[src/rtl/estacionamento_pkg.sv]
// Shared definitions for the parking-lot gate and space counter: default sizing,
// gate direction encoding, and the per-cycle event classification.
package estacionamento_pkg;

   localparam int CAPACIDADE_PADRAO = 99;
   localparam int LARGURA_PADRAO    = 7;

   typedef enum logic {
      ENTRADA = 1'b0,
      SAIDA   = 1'b1
   } direcao_t;

   typedef enum logic [2:0] {
      EV_NENHUM,
      EV_ENTRADA,
      EV_SAIDA,
      EV_ERRO_CHEIO,
      EV_ERRO_VAZIO
   } evento_t;

   function automatic evento_t classificar(input logic     contar,
                                           input direcao_t direcao,
                                           input logic     estaCheio,
                                           input logic     estaVazio);
      evento_t ev;
      ev = EV_NENHUM;
      if (contar) begin
         if (direcao == ENTRADA) begin
            ev = estaCheio ? EV_ERRO_CHEIO : EV_ENTRADA;
         end else begin
            ev = estaVazio ? EV_ERRO_VAZIO : EV_SAIDA;
         end
      end
      return ev;
   endfunction

   // Elaboration-time BCD of a constant, used for the display reset value.
   function automatic logic [7:0] paraBcd(input int valor);
      return {4'(valor / 10), 4'(valor % 10)};
   endfunction

endpackage

[src/rtl/bin_para_bcd.sv]
// Combinational binary to two-digit BCD converter (shift-and-add-3).
// Inputs above 99 are outside its range; the hundreds digit is discarded.
module bin_para_bcd
   import estacionamento_pkg::*;
#(
   parameter int LARGURA = LARGURA_PADRAO
) (
   input  logic [LARGURA-1:0] bin,
   output logic [3:0]         dezena,
   output logic [3:0]         unidade
);

   logic [7:0] acc;

   always_comb begin
      acc = '0;
      for (int i = LARGURA - 1; i >= 0; i--) begin
         if (acc[3:0] >= 4'd5) begin
            acc[3:0] = acc[3:0] + 4'd3;
         end
         if (acc[7:4] >= 4'd5) begin
            acc[7:4] = acc[7:4] + 4'd3;
         end
         acc = {acc[6:0], bin[i]};
      end
   end

   assign dezena  = acc[7:4];
   assign unidade = acc[3:0];

endmodule

[src/rtl/contador_vagas.sv]
// Parking-space counter: saturating occupied/free counts, full/empty flags,
// sticky error on illegal events, and a registered BCD view of free spaces.
module contador_vagas
   import estacionamento_pkg::*;
#(
   parameter int CAPACIDADE = CAPACIDADE_PADRAO,
   parameter int LARGURA    = LARGURA_PADRAO
) (
   input  logic               CLK,
   input  logic               reset,
   input  logic               contar,
   input  logic               up_down,
   input  logic               limpar_erro,
   output logic [LARGURA-1:0] ocupadas,
   output logic [LARGURA-1:0] livres,
   output logic               lotado,
   output logic               vazio,
   output logic               erro,
   output logic [3:0]         bcd_dezena,
   output logic [3:0]         bcd_unidade
);

   localparam logic [LARGURA-1:0] CAP_L   = LARGURA'(CAPACIDADE);
   localparam logic [LARGURA-1:0] UM      = LARGURA'(1);
   localparam logic [7:0]         BCD_CAP = paraBcd(CAPACIDADE);

   logic [LARGURA-1:0] ocupadas_q, ocupadas_d;
   logic [LARGURA-1:0] livres_q, livres_d;
   logic               lotado_q, lotado_d;
   logic               vazio_q, vazio_d;
   logic               erro_q, erro_d;
   logic [3:0]         dezena_q, unidade_q;
   logic [3:0]         dezenaConv, unidadeConv;
   evento_t            evento;

   assign evento = classificar(contar, direcao_t'(up_down),
                               ocupadas_q == CAP_L, ocupadas_q == '0);

   // Flags and free count derive from the next count so all four registers agree.
   always_comb begin
      ocupadas_d = ocupadas_q;
      erro_d     = erro_q;
      case (evento)
         EV_ENTRADA:    ocupadas_d = ocupadas_q + UM;
         EV_SAIDA:      ocupadas_d = ocupadas_q - UM;
         EV_ERRO_CHEIO,
         EV_ERRO_VAZIO: erro_d     = 1'b1;
         default:       ocupadas_d = ocupadas_q;
      endcase
      if (limpar_erro && evento != EV_ERRO_CHEIO && evento != EV_ERRO_VAZIO) begin
         erro_d = 1'b0;
      end
      livres_d = CAP_L - ocupadas_d;
      lotado_d = (ocupadas_d == CAP_L);
      vazio_d  = (ocupadas_d == '0);
   end

   bin_para_bcd #(
      .LARGURA(LARGURA)
   ) u_bin_para_bcd (
      .bin     (livres_q),
      .dezena  (dezenaConv),
      .unidade (unidadeConv)
   );

   always_ff @(posedge CLK) begin
      if (reset) begin
         ocupadas_q <= '0;
         livres_q   <= CAP_L;
         lotado_q   <= 1'b0;
         vazio_q    <= 1'b1;
         erro_q     <= 1'b0;
         dezena_q   <= BCD_CAP[7:4];
         unidade_q  <= BCD_CAP[3:0];
      end else begin
         ocupadas_q <= ocupadas_d;
         livres_q   <= livres_d;
         lotado_q   <= lotado_d;
         vazio_q    <= vazio_d;
         erro_q     <= erro_d;
         dezena_q   <= dezenaConv;
         unidade_q  <= unidadeConv;
      end
   end

   assign ocupadas    = ocupadas_q;
   assign livres      = livres_q;
   assign lotado      = lotado_q;
   assign vazio       = vazio_q;
   assign erro        = erro_q;
   assign bcd_dezena  = dezena_q;
   assign bcd_unidade = unidade_q;

endmodule

[config.mk]
export PLATFORM = sky130hd
export DESIGN_NAME = contador_vagas
export DESIGN_NICKNAME = d
export VERILOG_FILES = /design/src/rtl/estacionamento_pkg.sv /design/src/rtl/bin_para_bcd.sv /design/src/rtl/contador_vagas.sv
export SDC_FILE = /design/constraint.sdc
export NUM_CORES = 1
export LEC_CHECK = 0
export ABC_AREA = 1
export CORE_ASPECT_RATIO = 0.6
export CORE_MARGIN = 4
export CORE_UTILIZATION = 48
export CTS_CLUSTER_SIZE = 24
export DETAILED_ROUTE_END_ITERATION = 10
export GPL_TIMING_DRIVEN = 0
export PLACE_DENSITY_LB_ADDON = 0.2
export SLEW_MARGIN = 20
export SYNTH_ARGS = -nofsm -noshare
export SYNTH_HDL_FRONTEND = slang
export SYNTH_SLANG_ARGS = --single-unit
[constraint.sdc]
create_clock -name CLK -period 3.25 [get_ports CLK]
set_input_delay 0.975 -clock CLK [delete_from_list [all_inputs] [get_ports CLK]]
set_output_delay 0.975 -clock CLK [all_outputs]
set_load 0.01 [all_outputs]
# After elaboration in Yosys (flattened, before gate mapping)
# Cells that the tools add are included.
[totals]
ff_bits = 25
input_bits = 5
output_inout_bits = 25
elab_cells = 44
[classes]
add_sub_neg = 8
n_lt_le_gt_ge = 5
n_eq_ne = 8
n_mux = 10
reduce_logical = 6
[op_table]
columns = ["operator", "n"]
rows = [
  ["4-bit 2-to-1 mux", 4],
  ["7-bit equality test, second input constant", 2],
  ["7-bit logical NOT", 2],
  ["7-bit case mux with 2 select lines", 1],
  ["4-bit by 2-bit adder with 4-bit output, second input constant", 3],
  ["4-bit by 3-bit >= comparator with 1-bit output, second input constant", 3],
  ["3-bit 2-to-1 mux", 4],
  ["7-bit by 1-bit adder with 7-bit output, second input constant", 1],
  ["7-bit by 1-bit subtractor with 7-bit output, second input constant", 1],
  ["7-bit subtractor, first input constant", 1],
  ["3-bit by 2-bit equality test with 1-bit output, second input constant", 2],
  ["3-bit >= comparator, second input constant", 2],
  ["3-bit by 2-bit adder with 4-bit output, second input constant", 1],
  ["2-bit OR reduction", 2],
  ["3-bit by 2-bit adder with 3-bit output, second input constant", 1],
  ["3-bit by 1-bit equality test with 1-bit output, second input constant", 1],
  ["3-bit equality test, second input constant", 1],
  ["3-bit by 2-bit != test with 1-bit output, second input constant", 1],
  ["3-bit != test, second input constant", 1],
  ["1-bit logical AND", 2],
  ["2-bit 2-to-1 mux", 1],
]

# Longest topological paths before layout
# Gate-level depths: netlist (run 1).
[logic_depth]
word_depth = 8
ltp_mapped = 24
mapped_depth_nobuf = 24

# By module
# A second synthesis (run 1) with hierarchy kept.
[hier_totals]
hier_cells = 257
area_unflattened_um2 = 1784.2
[by_module_without_submodules]
columns = ["mod", "instances", "cells_per_inst", "area_per_inst_um2", "seq_area_each_um2"]
rows = [
  ["contador_vagas", 1, 164, 1206.2, 480.5],
  ["bin_para_bcd", 1, 93, 578.1, 0.0],
]

# Least setup slack after synthesis (run 1)
# No wires, ideal clock.
[synth_path]
path_type = "flip-flop to flip-flop"
from = "reg livres_q[5], in the netlist livres[5]"
to = "reg dezena_q[2], in the netlist bcd_dezena[2]"
setup_time_ns = 0.132
t_arrival_ns = 3.090
required_ns = 3.118
path_slack_ns = 0.028
path_stages_with_launch = 24
n_path_buf = 0
cell_sequence = "dfxtp_1 inv_1 ha_1 nand2_1 nand2_1 xor2_2 ha_1 inv_1 nor2_1 nor2_2 inv_1 nand2_2 xor2_2 ha_1 inv_1 or2_2 nand4_1 and2_4 inv_1 ha_1 o21ai_1 inv_1 nand2_1 a21oi_1"
[synth_between]
elab_chain_len = 8
[synth_rtl]
columns = ["item", "line_no", "text"]
rows = [
  ["from (decl)", "contador_vagas.sv:28", "logic [LARGURA-1:0] livres_q, livres_d;"],
  ["from (signal assigned)", "contador_vagas.sv:77", "livres_q <= livres_d;"],
  ["3-bit by 2-bit adder with 4-bit output or 3-bit >= comparator (tied branches)", "bin_para_bcd.sv:19, bin_para_bcd.sv:18", ""],
  ["4-bit 2-to-1 mux (*)", "bin_para_bcd.sv:18", "if (acc[3:0] >= 4'd5) begin"],
  ["4-bit by 2-bit adder with 4-bit output or 4-bit by 3-bit >= comparator with 1-bit output (tied branches)", "bin_para_bcd.sv:19, bin_para_bcd.sv:18", ""],
  ["4-bit 2-to-1 mux", "bin_para_bcd.sv:18", ""],
  ["4-bit by 2-bit adder with 4-bit output or 4-bit by 3-bit >= comparator with 1-bit output (tied branches)", "bin_para_bcd.sv:19, bin_para_bcd.sv:18", ""],
  ["4-bit 2-to-1 mux", "bin_para_bcd.sv:18", ""],
  ["3-bit by 2-bit adder with 3-bit output or 3-bit >= comparator (tied branches)", "bin_para_bcd.sv:22, bin_para_bcd.sv:21", ""],
  ["3-bit 2-to-1 mux (*)", "bin_para_bcd.sv:21", "if (acc[7:4] >= 4'd5) begin"],
  ["to (signal assigned)", "contador_vagas.sv:73", "dezena_q <= BCD_CAP[7:4];"],
  ["to (signal assigned)", "contador_vagas.sv:81", "dezena_q <= dezenaConv;"],
  ["to (decl)", "contador_vagas.sv:32", "logic [3:0] dezena_q, unidade_q;"],
]
# Mark *: on every way between the ends. The rest lies on a longest branch, timed or not.
# A chain may end at the register's enable or synchronous reset.

# Final worst setup path (run 1)
# Same ends and word-level chain as after synthesis.

==> results.md, run 1 <==
* Mean Syn Cell Area at 6.54 sq um
* Most frequent cells in the layout: 74 x nand2_1, 37 x inv_1, 29 x nand3_1
* First DRT Iteration DRCs at 95
* Post-Synth Adder-Cell Area at 7.12%
* Crit path kind: register to register
* TritonCTS Buffers at 3
* Core area at 3380 sq um
* Outcome: complete, no violations
* Cell Pwr Density at 877 nW/um^2
* Port Buffers at 29
* Sequential share of the synthesized area at 27.3%
* CTS root buf: clkbuf_8
* Seq pwr share at 20.2%
* First-pass GRT wire length at 7000 um
* Die height at 54.9 um
* Pint at 0.00111 W
* Total grt overflow at 0
* Largest area contributor in the netlist: dfxtp_1
* Multi-input logic area at 1160 sq um
* Total wire length at 4260 um
* Hold Vio Cnt, Final at 0
* Ratio of cells with drive above 1 in the final layout at 23.0%
* Antenna-violating nets left at 0
* Die Span X at 86.1 um
* Vias in the first global route at 1565
* Worst setup EP type: register
* Cells after Synth at 269
* Final Cycle Share at 94.8%
* Slew headroom at 63.3%
* Initial antenna violation count at 0
* Total chip power at 0.00203 W
* Post-synthesis mux area share at 0%
* Slew at the pin closest to its max-slew limit at 0.545 ns
* Die area at 4730 sq um
* Main combinational cell family by area after synthesis: simple AND/OR/NAND/NOR gates
* Vias at 1740
* Synth area leaders: dfxtp_1 27%, nand2_1 16%, inv_1 8.8%, nand3_1 8.5%, ha_1 7.1%
* Nets at 325
* Sw frac at 45.0%
* CTS tree: done
* Post-synthesis compound-gate area fraction at 5.12%
* DP HPWL at 3200 um
* Clock sinks at 24
* Seq cells post-synth at 24
* Synth Warn # at 0
* Worst Setup Slack, final at 0.170 ns
* Worst skew pair latency at 0.27 ns
* Htree depth at 1
* Initial Util at 52.0%
* I/O pins at 30
* Worst hold path type: register to register
* Drt first pass iters at 4
* Xor-xnor portion of the synthesized cell area at 3.35%
* FP Rows at 16
* Hold WS at 0.443 ns
* FF+latch area at 484 sq um
* Clk pwr share at 12.7%
* Max Buffers Root-to-Sink at 2
* Drt wl/cell at 12.0 um
* Final Util at 68.3%
* Fillers at 282
* Combinational cell fraction of total power at 67.1%
* Arr. time, crit path at 3.22 ns
* DRC at 0
* RD Place Congestion at 0.883
* Slew Viols, Final at 0
* Post-synth cell types at 30
* Peak Freq at 325 MHz
* Pre-CTS setup slack at -0.244 ns
* Net Sw Power at 0.000911 W
* Diode count at 0
* Clock skew at 0.00307 ns
* Gr usage total at 19.2%
* Largest net degree at the start of global routing at 15
* Vias per Instance at 4.92
* Leak pwr at 1.18 nW
* Commonest non-fill, non-tap cell in the layout: nand2_1
* CTS clk-pin slew, worst paths at 0.08 ns
* Critical path launch point type: register
* Fin crit period at 3.08 ns
* Area grow syn2layout at 31.4%
* Top cell type's share of synthesized area at 27.3%
* Mapped Nets at 284
* Worst EP required at 3.39 ns
* Setup TNS at 0 ns
* Worst vdd ir at 0.523 mV
* Max-cap violations at 0
* Setup-failing EPs final at 0
* Synthesized area at 1760 sq um
* Simple-gate share of the synthesized area at 46.1%
* Crit path max fanout at 4
[metrics by stage]
step,std cells,cell area [sq um]
2_1_floorplan,269,1760
3_3_place_gp,343,2100
3_5_place_dp,343,2100
4_1_cts,349,2210
5_1_grt,354,2310
6_report,354,2310
[area by class of cell]
class	instances	area share, %
Buffer	4	1.03
Multi-Input combinational cell	196	50.2
Clock inverter	1	1.30
Timing Repair Buffer	36	15.0
Inverter	45	7.31
Tap cell	45	2.44
Sequential cell	24	21.0
Clock buffer	3	1.79
[power by group through the flow]
stage                     logic (W)  clock network (W)  registers [W]
after global routing        0.00155           0.000280       0.000421
final                       0.00136           0.000257       0.000409
after global placement      0.00114                  0       0.000411
after CTS                   0.00123           0.000264       0.000405
after detailed placement    0.00117                  0       0.000411
after floorplan            0.000849                  0       0.000438
[state kept, by name (all words and copies together) (netlist names)]
name and cells:
ocupadas 7, bcd_dezena 4, livres 6, bcd_unidade 4, erro 1, vazio 1, lotado 1
[worst max-delay path: stages, from the launching register on]
cell,delay [ns]
dfxtp_4,0.37
inv_2,0.05
ha_4,0.16
nand2_4,0.07
nand2_2,0.06
xor2_2,0.22
ha_2,0.22
inv_2,0.05
nor2_2,0.12
nor2_2,0.06
inv_2,0.07
nand2_4,0.07
xor2_4,0.17
ha_2,0.18
inv_1,0.06
or2_4,0.24
nand4_1,0.07
and2_4,0.15
inv_1,0.04
ha_2,0.18
o21ai_4,0.17
inv_1,0.05
nand2_1,0.05
a21oi_1,0.05
[routing by layer]
| layer | share of wire (%) | GRT usage (%) |
|---|---|---|
| met3 | 9.8 | 4.51 |
| met5 | 0 | 0 |
| met1 | 49 | 27.3 |
| met4 | 0.77 | 3.16 |
| met2 | 40 | 30.1 |
[cell usage after synthesis]
cell	instances
nand3_1	30
nand2_2	15
xor2_2	2
xor2_1	3
or2_2	2
nor2_4	1
a21oi_2	1
buf_2	1
nand2_1	76
nand2_4	3
o21ai_1	3
nand4_1	3
ha_1	10
clkbuf_1	1
nand2_8	1
nand3_2	5
nor2_2	4
a31oi_1	1
o21ai_2	2
inv_1	41
o21bai_1	1
dfxtp_1	24
nor2_1	23
buf_4	2
a21oi_1	2
and3_1	1
or2_4	1
and2_4	1
inv_2	4
o21ai_0	5
[logic make-up after synthesis]
group | count (synthesis)
AND/OR/NAND/NOR | 166
buffers and inverters | 49
flip-flops | 24
AO/OA/AOI/OAI | 15
adder cells (fa/ha/maj) | 10
XOR/XNOR | 5
[what timing repair did]
item,4_1_cts,5_1_grt
setup buffers,2,5
cloned,0,0
resized for setup,3,21
pin swaps,1,9
hold buffers,0,0
setup endpoints to repair,2,12
[final timing paths]
kind              slack, ns                  from  cells after the start                   endpoint
hold reg to reg        0.44  livres[0]$_SDFF_PP1_                      1  bcd_unidade[0]$_SDFF_PP1_
setup / recovery       0.17  livres[5]$_SDFF_PP1_                     23   bcd_dezena[2]$_SDFF_PP0_
hold / removal         0.44  livres[0]$_SDFF_PP1_                      1  bcd_unidade[0]$_SDFF_PP1_
setup reg to reg       0.17  livres[5]$_SDFF_PP1_                     23   bcd_dezena[2]$_SDFF_PP0_
(Power assumes the default switching activity.)
==> run 2: changes to the inputs <==
Settings changed: CORE_UTILIZATION 48 to 53.
Clock period 3.25 ns to 3.5 ns, I/O delays scaled along.
==> run 2 against run 1 <==
Critical path depth down 3; wire length down 9.5%; cell count down 1.4%; global-route usage up 0.29 points; sequential power down 8.1%; via count down 0.75%; die area down 8.3%; core utilization up 6.1 points; clock skew up 0.0025 ns; clock power down 9.3%; sequential cell count unchanged; critical endpoint is now vazio$_SDFF_PP1_; largest cell class unchanged; largest power group unchanged.
==> results.md, run 2 (same netlist as run 1, synthesis figures left out) <==
* Clock skew at 0.00557 ns (+0.00250 ns)
* Slew headroom at 67.7% (+4.4 points)
* Die area at 4330 sq um (-8.3%)
* Worst Setup Slack, final at 0.222 ns (+0.0516 ns)
* First DRT Iteration DRCs at 88 (-7.4%)
* DP HPWL at 3080 um (-3.8%)
* Final Util at 74.4% (+6.1 points)
* Crit path max fanout at 10 (+6)
* CTS clk-pin slew, worst paths at 0.08 ns (about the same)
* Vias in the first global route at 1515 (-3.2%)
* Worst setup EP type: register
* Area grow syn2layout at 27.8%
* Port Buffers at 29 (unchanged)
* Total wire length at 3860 um (-9.5%)
* Worst-case reg-to-reg path depth at 23 (unchanged)
* DRC at 0 (unchanged)
* Peak Freq at 305 MHz
* Outcome: complete, no violations
* Setup-failing EPs final at 0 (unchanged)
* Clock sinks at 24 (unchanged)
* Worst skew pair latency at 0.26 ns (about the same)
* Gr usage total at 19.5% (+0.29 points)
* FP Rows at 15 (-1)
* Drt first pass iters at 4 (unchanged)
* Largest net degree at the start of global routing at 15 (unchanged)
* RD Place Congestion at 0.893 (+1.1%)
* Htree depth at 1 (unchanged)
* Hold depth at 1 (unchanged)
* Total chip power at 0.00178 W (-12%)
* Slew Viols, Final at 0 (unchanged)
* Die height at 52.6 um (-4.1%)
* Core area at 3020 sq um (-11%)
* Leak pwr at 1.16 nW (-1.7%)
* CTS tree: done
* Commonest non-fill, non-tap cell in the layout: nand2_1
* Max-cap violations at 0 (unchanged)
* Initial Util at 58.2% (+6.2 points)
* Max reg flops at 7 (unchanged)
* Most frequent cells in the layout: 75 x nand2_1, 40 x inv_1, 30 x nand3_1
* Critical path launch point type: input port
* Hold WS at 0.447 ns (+0.00318 ns)
* Worst hold path type: register to register
* Total grt overflow at 0 (unchanged)
* Vias at 1727 (-0.75%)
* Crit path kind: input port to register
* TritonCTS Buffers at 3 (unchanged)
* Diode count at 0 (unchanged)
* Final Cycle Share at 93.7%
* CTS root buf: clkbuf_8
* Ratio of cells with drive above 1 in the final layout at 19.9% (-3.1 points)
* Max Buffers Root-to-Sink at 2 (unchanged)
* Arr. time, crit path at 3.48 ns (+0.26 ns)
* Drt wl/cell at 11.1 um (-8.2%)
* Pre-CTS setup slack at -0.0509 ns (+0.193 ns)
* Initial antenna violation count at 0 (unchanged)
* Hold Vio Cnt, Final at 0 (unchanged)
* Die Span X at 82.4 um (-4.4%)
* Setup TNS at 0 ns (unchanged)
* Worst vdd ir at 0.406 mV (-22%)
* Cell Pwr Density at 791 nW/um^2 (-9.8%)
* Slew at the pin closest to its max-slew limit at 0.485 ns (-0.0601 ns)
* Nets at 323 (-0.62%)
* Fin crit period at 3.28 ns
* Worst EP required at 3.70 ns (+0.31 ns)
* Vias per Instance at 4.95 (+0.67%)
* First-pass GRT wire length at 6560 um (-6.4%)
* Antenna-violating nets left at 0 (unchanged)
* I/O pins at 30 (unchanged)
-- run 2: changes by cell type in the layout (fill, tap and decap cells not counted), moves of 2 or more --
| cell | before | now |
|---|---|---|
| ha_1 | 5 | 8 |
| inv_1 | 37 | 40 |
| inv_2 | 8 | 5 |
| buf_4 | 9 | 7 |
| ha_2 | 4 | 2 |
| nand2_4 | 5 | 3 |
-- run 2: critical path, stage by stage --
cell and delay, ns:
clkdlybuf4s50_1 0.51, nand2_1 0.08, nor2_2 0.18, nand2_4 0.12, nand2_8 0.13, nand2_1 0.06, nand2_1 0.05, inv_1 0.04
ha_1 0.16, inv_1 0.06, nand2_2 0.08, inv_1 0.08, nand2_1 0.05, nand3_1 0.07, o21ai_0 0.10, inv_1 0.09
ha_2 0.21, and3_1 0.18, nand4_1 0.09, nand2_1 0.06
-- run 2: per-stage QoR --
stage,std cells,area (sq um)
floorplan,269,1760
global placement,340,2100
detailed placement,340,2100
CTS,344,2170
global route,349,2250
finish,349,2250
-- run 2: cell type report --
class	instances	area, sq um
buffer	4	23.8
clock buffer	3	41.3
clock inverter	1	30.0
fill	264	774
inverter	45	169
multi-input combinational	196	1120
sequential	24	482
tap	42	52.6
timing repair buffer	34	328
-- run 2: metal layers --
metal | up-vias | global-route usage (%) | share of wire [%] | wire (um)
li1 | 908 | - | - | -
met1 | 764 | 30.5 | 54 | 2090
met2 | 53 | 27.9 | 38 | 1480
met3 | 2 | 3.95 | 7.3 | 280
met4 | 0 | 1.10 | 0.16 | 6
met5 | - | 0 | 0 | 0
-- run 2: worst paths after layout --
kind / startpoint / endpoint / slack [ns]
worst min register to register: livres[0]$_SDFF_PP1_ / bcd_unidade[0]$_SDFF_PP1_ / 0.45
worst max register to register: livres[5]$_SDFF_PP1_ / bcd_dezena[2]$_SDFF_PP0_ / 0.26
worst min-delay path: livres[0]$_SDFF_PP1_ / bcd_unidade[0]$_SDFF_PP1_ / 0.45
worst max-delay path: up_down / vazio$_SDFF_PP1_ / 0.22
-- run 2: what timing repair did --
item	CTS	global route
hold buffers	0	0
endpoints found under the setup margin	0	8
gates resized for setup	0	9
setup buffers	0	5
-- run 2: report_power, final --
part           internal, W  switching, W  leakage (nW)
Clock             0.000153     0.0000808        0.0357
Sequential        0.000339     0.0000369         0.199
Combinational     0.000491      0.000678         0.928
Total             0.000983      0.000796          1.16
==> RTL change 1, RTL diff (config.mk and constraints of run 1) <==
Remove the case item `EV_SAIDA` of the case on `evento`.
--- a/src/rtl/contador_vagas.sv
+++ b/src/rtl/contador_vagas.sv
@@ -44,3 +44,2 @@
          EV_ENTRADA:    ocupadas_d = ocupadas_q + UM;
-         EV_SAIDA:      ocupadas_d = ocupadas_q - UM;
          EV_ERRO_CHEIO,
Formal check against the unedited RTL: not equivalent (Yosys sat finds a counterexample within 4 cycles, from zero or initial values and one cycle with reset high).
==> RTL change 1 against run 1 <==
Critical endpoint is now bcd_unidade[2]; global-route usage decreased by 2.7 points; clock skew fell by 0.0012 ns; cell count shrank 25%; cell area fell by 20%; critical path type unchanged; sequential cell count stayed put; synthesized area is 20% lower; worst setup slack gained 0.13 ns; routed wire length is 27% lower.
Power is not compared: it rests on default switching activity, and its combinational part moved more than twofold at a synthesized area within 25%.
==> RTL change 1: results (changes against run 1) <==
Critical Path Sink - bcd_unidade[2] (was bcd_dezena[2])
H-tree level count - 1 (unchanged)
Initial DRC Count - 74 (was 95)
Top achievable clock speed - 338 MHz (was 325 MHz)
Deepest clock path buffer count - 2 (unchanged)
Total number of vias - 1252 (was 1740)
Met2 wire len - 1.40 mm (was 1.72 mm)
Top post-synthesis cells by count - nand2_1 (34), inv_1 (32), dfxtp_1 (24), nor2_1 (18), nand3_1 (12) (was nand2_1 (76), inv_1 (41), nand3_1 (30), dfxtp_1 (24), nor2_1 (23))
Pre-antenna DRT Iters - 4 (unchanged)
Dpl ws - 0.139 ns (was -0.244 ns)
WL final - 3.10 mm (was 4.26 mm)
M1 wire length - 1.49 mm (was 2.09 mm)
Final Cell Area - 0.00184 mm² (was 0.00231 mm²)
Sequential element share of the synthesized area - 34.0% (was 27.3%)
Met3 Use GR - 5.82% (was 4.51%)
Dpl hpwl - 2.48 mm (was 3.20 mm)
Met1 global-route usage - 22.4% (was 27.3%)
Ratio of cells with drive above 1 in the final layout - 18.8% (was 23.0%)
Maximum vdd drop - 0.331 mV
Met3 WL - 205 µm (was 417 µm)
Hold EP - bcd_unidade[0] (unchanged)
Data arrival, critical path - 3.12 ns (was 3.22 ns)
Synth top area cells - dfxtp_1 (34%), nand2_1 (9.0%), inv_1 (8.5%) (was dfxtp_1 (27%), nand2_1 (16%), inv_1 (8.8%))
Final std cells w/o fill - 264 (was 354)
Total Nets Final - 239 (was 325)
Fill cells - 225 (was 282)
Gpl congestion - 0.817 (was 0.883)
Total track usage - 16.5% (was 19.2%)
Worst Setup SP - livres[5] (unchanged)
Grt met2 use - 26.4% (was 30.1%)
Vias in the first global route - 1110 (was 1565)
Mapped Nets - 204 (was 284)
Internal reg-to-reg setup slack - 0.30 ns (was 0.17 ns)
Unique masters post-synth - 28 (was 30)
Global-route wire length before repair - 5.06 mm (was 7.00 mm)
Run status - completed (unchanged)
Mapped Cells - 190 (was 269)
Largest net degree at the start of global routing - 14 (was 15)
Clock skew - 0.00189 ns (was 0.00307 ns)
RTL change 1: critical path, stage by stage, from the launching register on:
cell and delay, ns:
dfxtp_2 0.37, inv_2 0.07, ha_2 0.18, nand2_2 0.10, nand2_1 0.06, nand2_1 0.07
nand2_2 0.09, ha_2 0.20, nand2_1 0.08, nand3_2 0.13, nand2_4 0.11, xor2_4 0.17
ha_2 0.20, inv_1 0.05, or2_2 0.28, nand3_2 0.10, nand2_2 0.09, nand2_1 0.10
nand2_1 0.08, o21bai_1 0.15, nand2_1 0.06, inv_1 0.04, nand2_1 0.05, inv_1 0.03
RTL change 1: power breakdown:
part           internal (µW)  switching, µW  leakage (µW)
Sequential               333           18.3      0.000197
Clock                    108           87.2     0.0000288
Combinational            183            228      0.000626
RTL change 1: repair_timing:
item,in CTS,in global routing
setup endpoints to repair,0,4
hold buffers,0,0
setup buffers,0,1
resized for setup,0,7
RTL change 1: area by class of cell:
type / count / area share (%)
Tap cell: 40 / 2.72
Timing Repair Buffer: 30 / 16.2
Buffer: 3 / 1.09
Inverter: 33 / 6.73
Sequential cell: 24 / 26.2
Multi-Input combinational cell: 130 / 44.1
Clock buffer: 4 / 2.99
RTL change 1: stage by stage:
step	hold slack [ns]	power, µW
3_5_place_dp	0.432	750
4_1_cts	0.453	948
3_3_place_gp	0.428	738
5_1_grt	0.464	1030
6_report	0.445	957
2_1_floorplan	0.416	622
RTL change 1: logic make-up after synthesis:
group	share of synthesized area, %
XOR/XNOR	6.55
AO/OA/AOI/OAI	8.50
adder cells (fa/ha/maj)	7.97
flip-flops	34.0
buffers and inverters	10.2
AND/OR/NAND/NOR	32.8
==> RTL change 2, RTL diff (config.mk and constraints of run 1) <==
Made on the original files. Set the package constant `LARGURA_PADRAO` to 6 (it was 7).
--- a/src/rtl/estacionamento_pkg.sv
+++ b/src/rtl/estacionamento_pkg.sv
@@ -5,3 +5,3 @@
    localparam int CAPACIDADE_PADRAO = 99;
-   localparam int LARGURA_PADRAO    = 7;
+   localparam int LARGURA_PADRAO    = 6;
 
Ports: changed (resized livres and ocupadas); port bits go from 30 to 28. No check against the original RTL was run, so the function may have changed too.
==> RTL change 2 against run 1 <==
Total power decreased by 33%; routed wire length decreased by 13%; largest cell class unchanged; synthesized area decreased by 23%; first-iteration DRC count increased by 44%; worst setup slack got worse by 0.052 ns; global-route usage increased by 1.1 points; via count decreased by 21%; cell area decreased by 25%; count of clock-buffer cells in the layout unchanged; sequential cell count decreased by 2; largest power group unchanged.
==> RTL change 2: results (changes against run 1) <==
Maximum vdd drop - 0.362 mV (was 0.523 mV)
Gpl congestion - 0.852 (was 0.883)
Largest net degree at the start of global routing - 14 (was 15)
Worst Setup SP - up_down (was livres[5])
Sequential element share of the synthesized area - 32.7% (was 27.3%)
Run status - completed (unchanged)
Slew HR - 72.0% (was 63.3%)
Post-cts gate resize count - 0 (was 3)
Total track usage - 20.3% (was 19.2%)
Ratio of cells with drive above 1 in the final layout - 16.7% (was 23.0%)
Data arrival, critical path - 3.34 ns (was 3.22 ns)
Wirelength per Cell - 14.7 µm (was 12.0 µm)
Initial DRC Count - 137 (was 95)
Top achievable clock speed - 319 MHz (was 325 MHz)
Leakage - 0.000838 µW (was 0.00118 µW)
Fill cells - 222 (was 282)
Top post-synthesis cells by count - nand2_1 (44), inv_1 (25), dfxtp_1 (22), nor2_1 (19), nand3_1 (13) (was nand2_1 (76), inv_1 (41), nand3_1 (30), dfxtp_1 (24), nor2_1 (23))
Worst r2r src - livres[4] (was livres[5])
CP top delay family - buffers and inverters (was simple AND/OR/NAND/NOR gates)
Internal reg-to-reg setup slack - 0.31 ns (was 0.17 ns)
Unique masters post-synth - 29 (was 30)
Synth top area cells - dfxtp_1 (33%), nand2_1 (12%), ha_1 (7.4%) (was dfxtp_1 (27%), nand2_1 (16%), inv_1 (8.8%))
Dpl hpwl - 2.83 mm (was 3.20 mm)
Global-route wire length before repair - 6.17 mm (was 7.00 mm)
Dpl ws - -0.0367 ns (was -0.244 ns)
Hold WS - 0.455 ns (was 0.443 ns)
Critical register-to-register path endpoint - bcd_unidade[1] (was bcd_dezena[2])
Vias in the first global route - 1321 (was 1565)
==> RTL change 2: cell count changes after synthesis, sizes merged, moves of 2 or more <==
cell | run 1 | this run
nand3 | 35 | 19
dfxtp | 24 | 22
nor2 | 28 | 22
inv | 45 | 31
nand4 | 3 | 0
a21oi | 3 | 5
nand2 | 95 | 52
nor3 | 0 | 3
ha | 10 | 8
o21ai | 10 | 14
==> RTL change 2: routing by layer <==
layer	part of all wire [%]	track usage, %	up-vias
met5	0	0	-
met4	2.5	4.52	0
met3	8.0	5.54	15
met2	47	34.4	67
met1	42	25.8	628
li1	-	-	658
==> RTL change 2: final cells by class <==
class                   count  area (µm²)  share of cell area [%]
clock inverters             1        30.0                    1.74
plain buffers               3        22.5                    1.30
clock buffers               3        41.3                    2.39
inverters                  31         116                    6.72
repair buffers             27         270                    15.6
well taps                  32        40.0                    2.31
flip-flops and latches     22         440                    25.5
multi-input cells         134         769                    44.5
==> RTL change 2: through the flow <==
stage          TNS [ns]  util, %  instance area [µm²]  instances  total power (µW)
2_1_floorplan         0        -                 1350        190               838
3_3_place_gp          0     64.0                 1660        249              1040
3_5_place_dp    -0.0367     64.0                 1660        249              1090
4_1_cts               0     66.7                 1730        253              1360
5_1_grt               0     66.7                 1730        253              1450
6_report              0     66.7                 1730        253              1360
==> RTL change 2: report_power, final <==
group / switching (µW) / internal (µW) / total (µW)
Combinational: 414 / 293 / 706
Clock: 90.9 / 165 / 255
Sequential: 60.0 / 337 / 397
Total: 564 / 794 / 1360
==> RTL change 2: kinds of logic after synthesis <==
kind of cell | Yosys count | share of synthesized area [%]
adder cells (fa/ha/maj) | 8 | 7.42
XOR/XNOR | 5 | 3.25
AO/OA/AOI/OAI | 22 | 9.65
flip-flops | 22 | 32.7
AND/OR/NAND/NOR | 99 | 36.7
buffers and inverters | 34 | 10.3
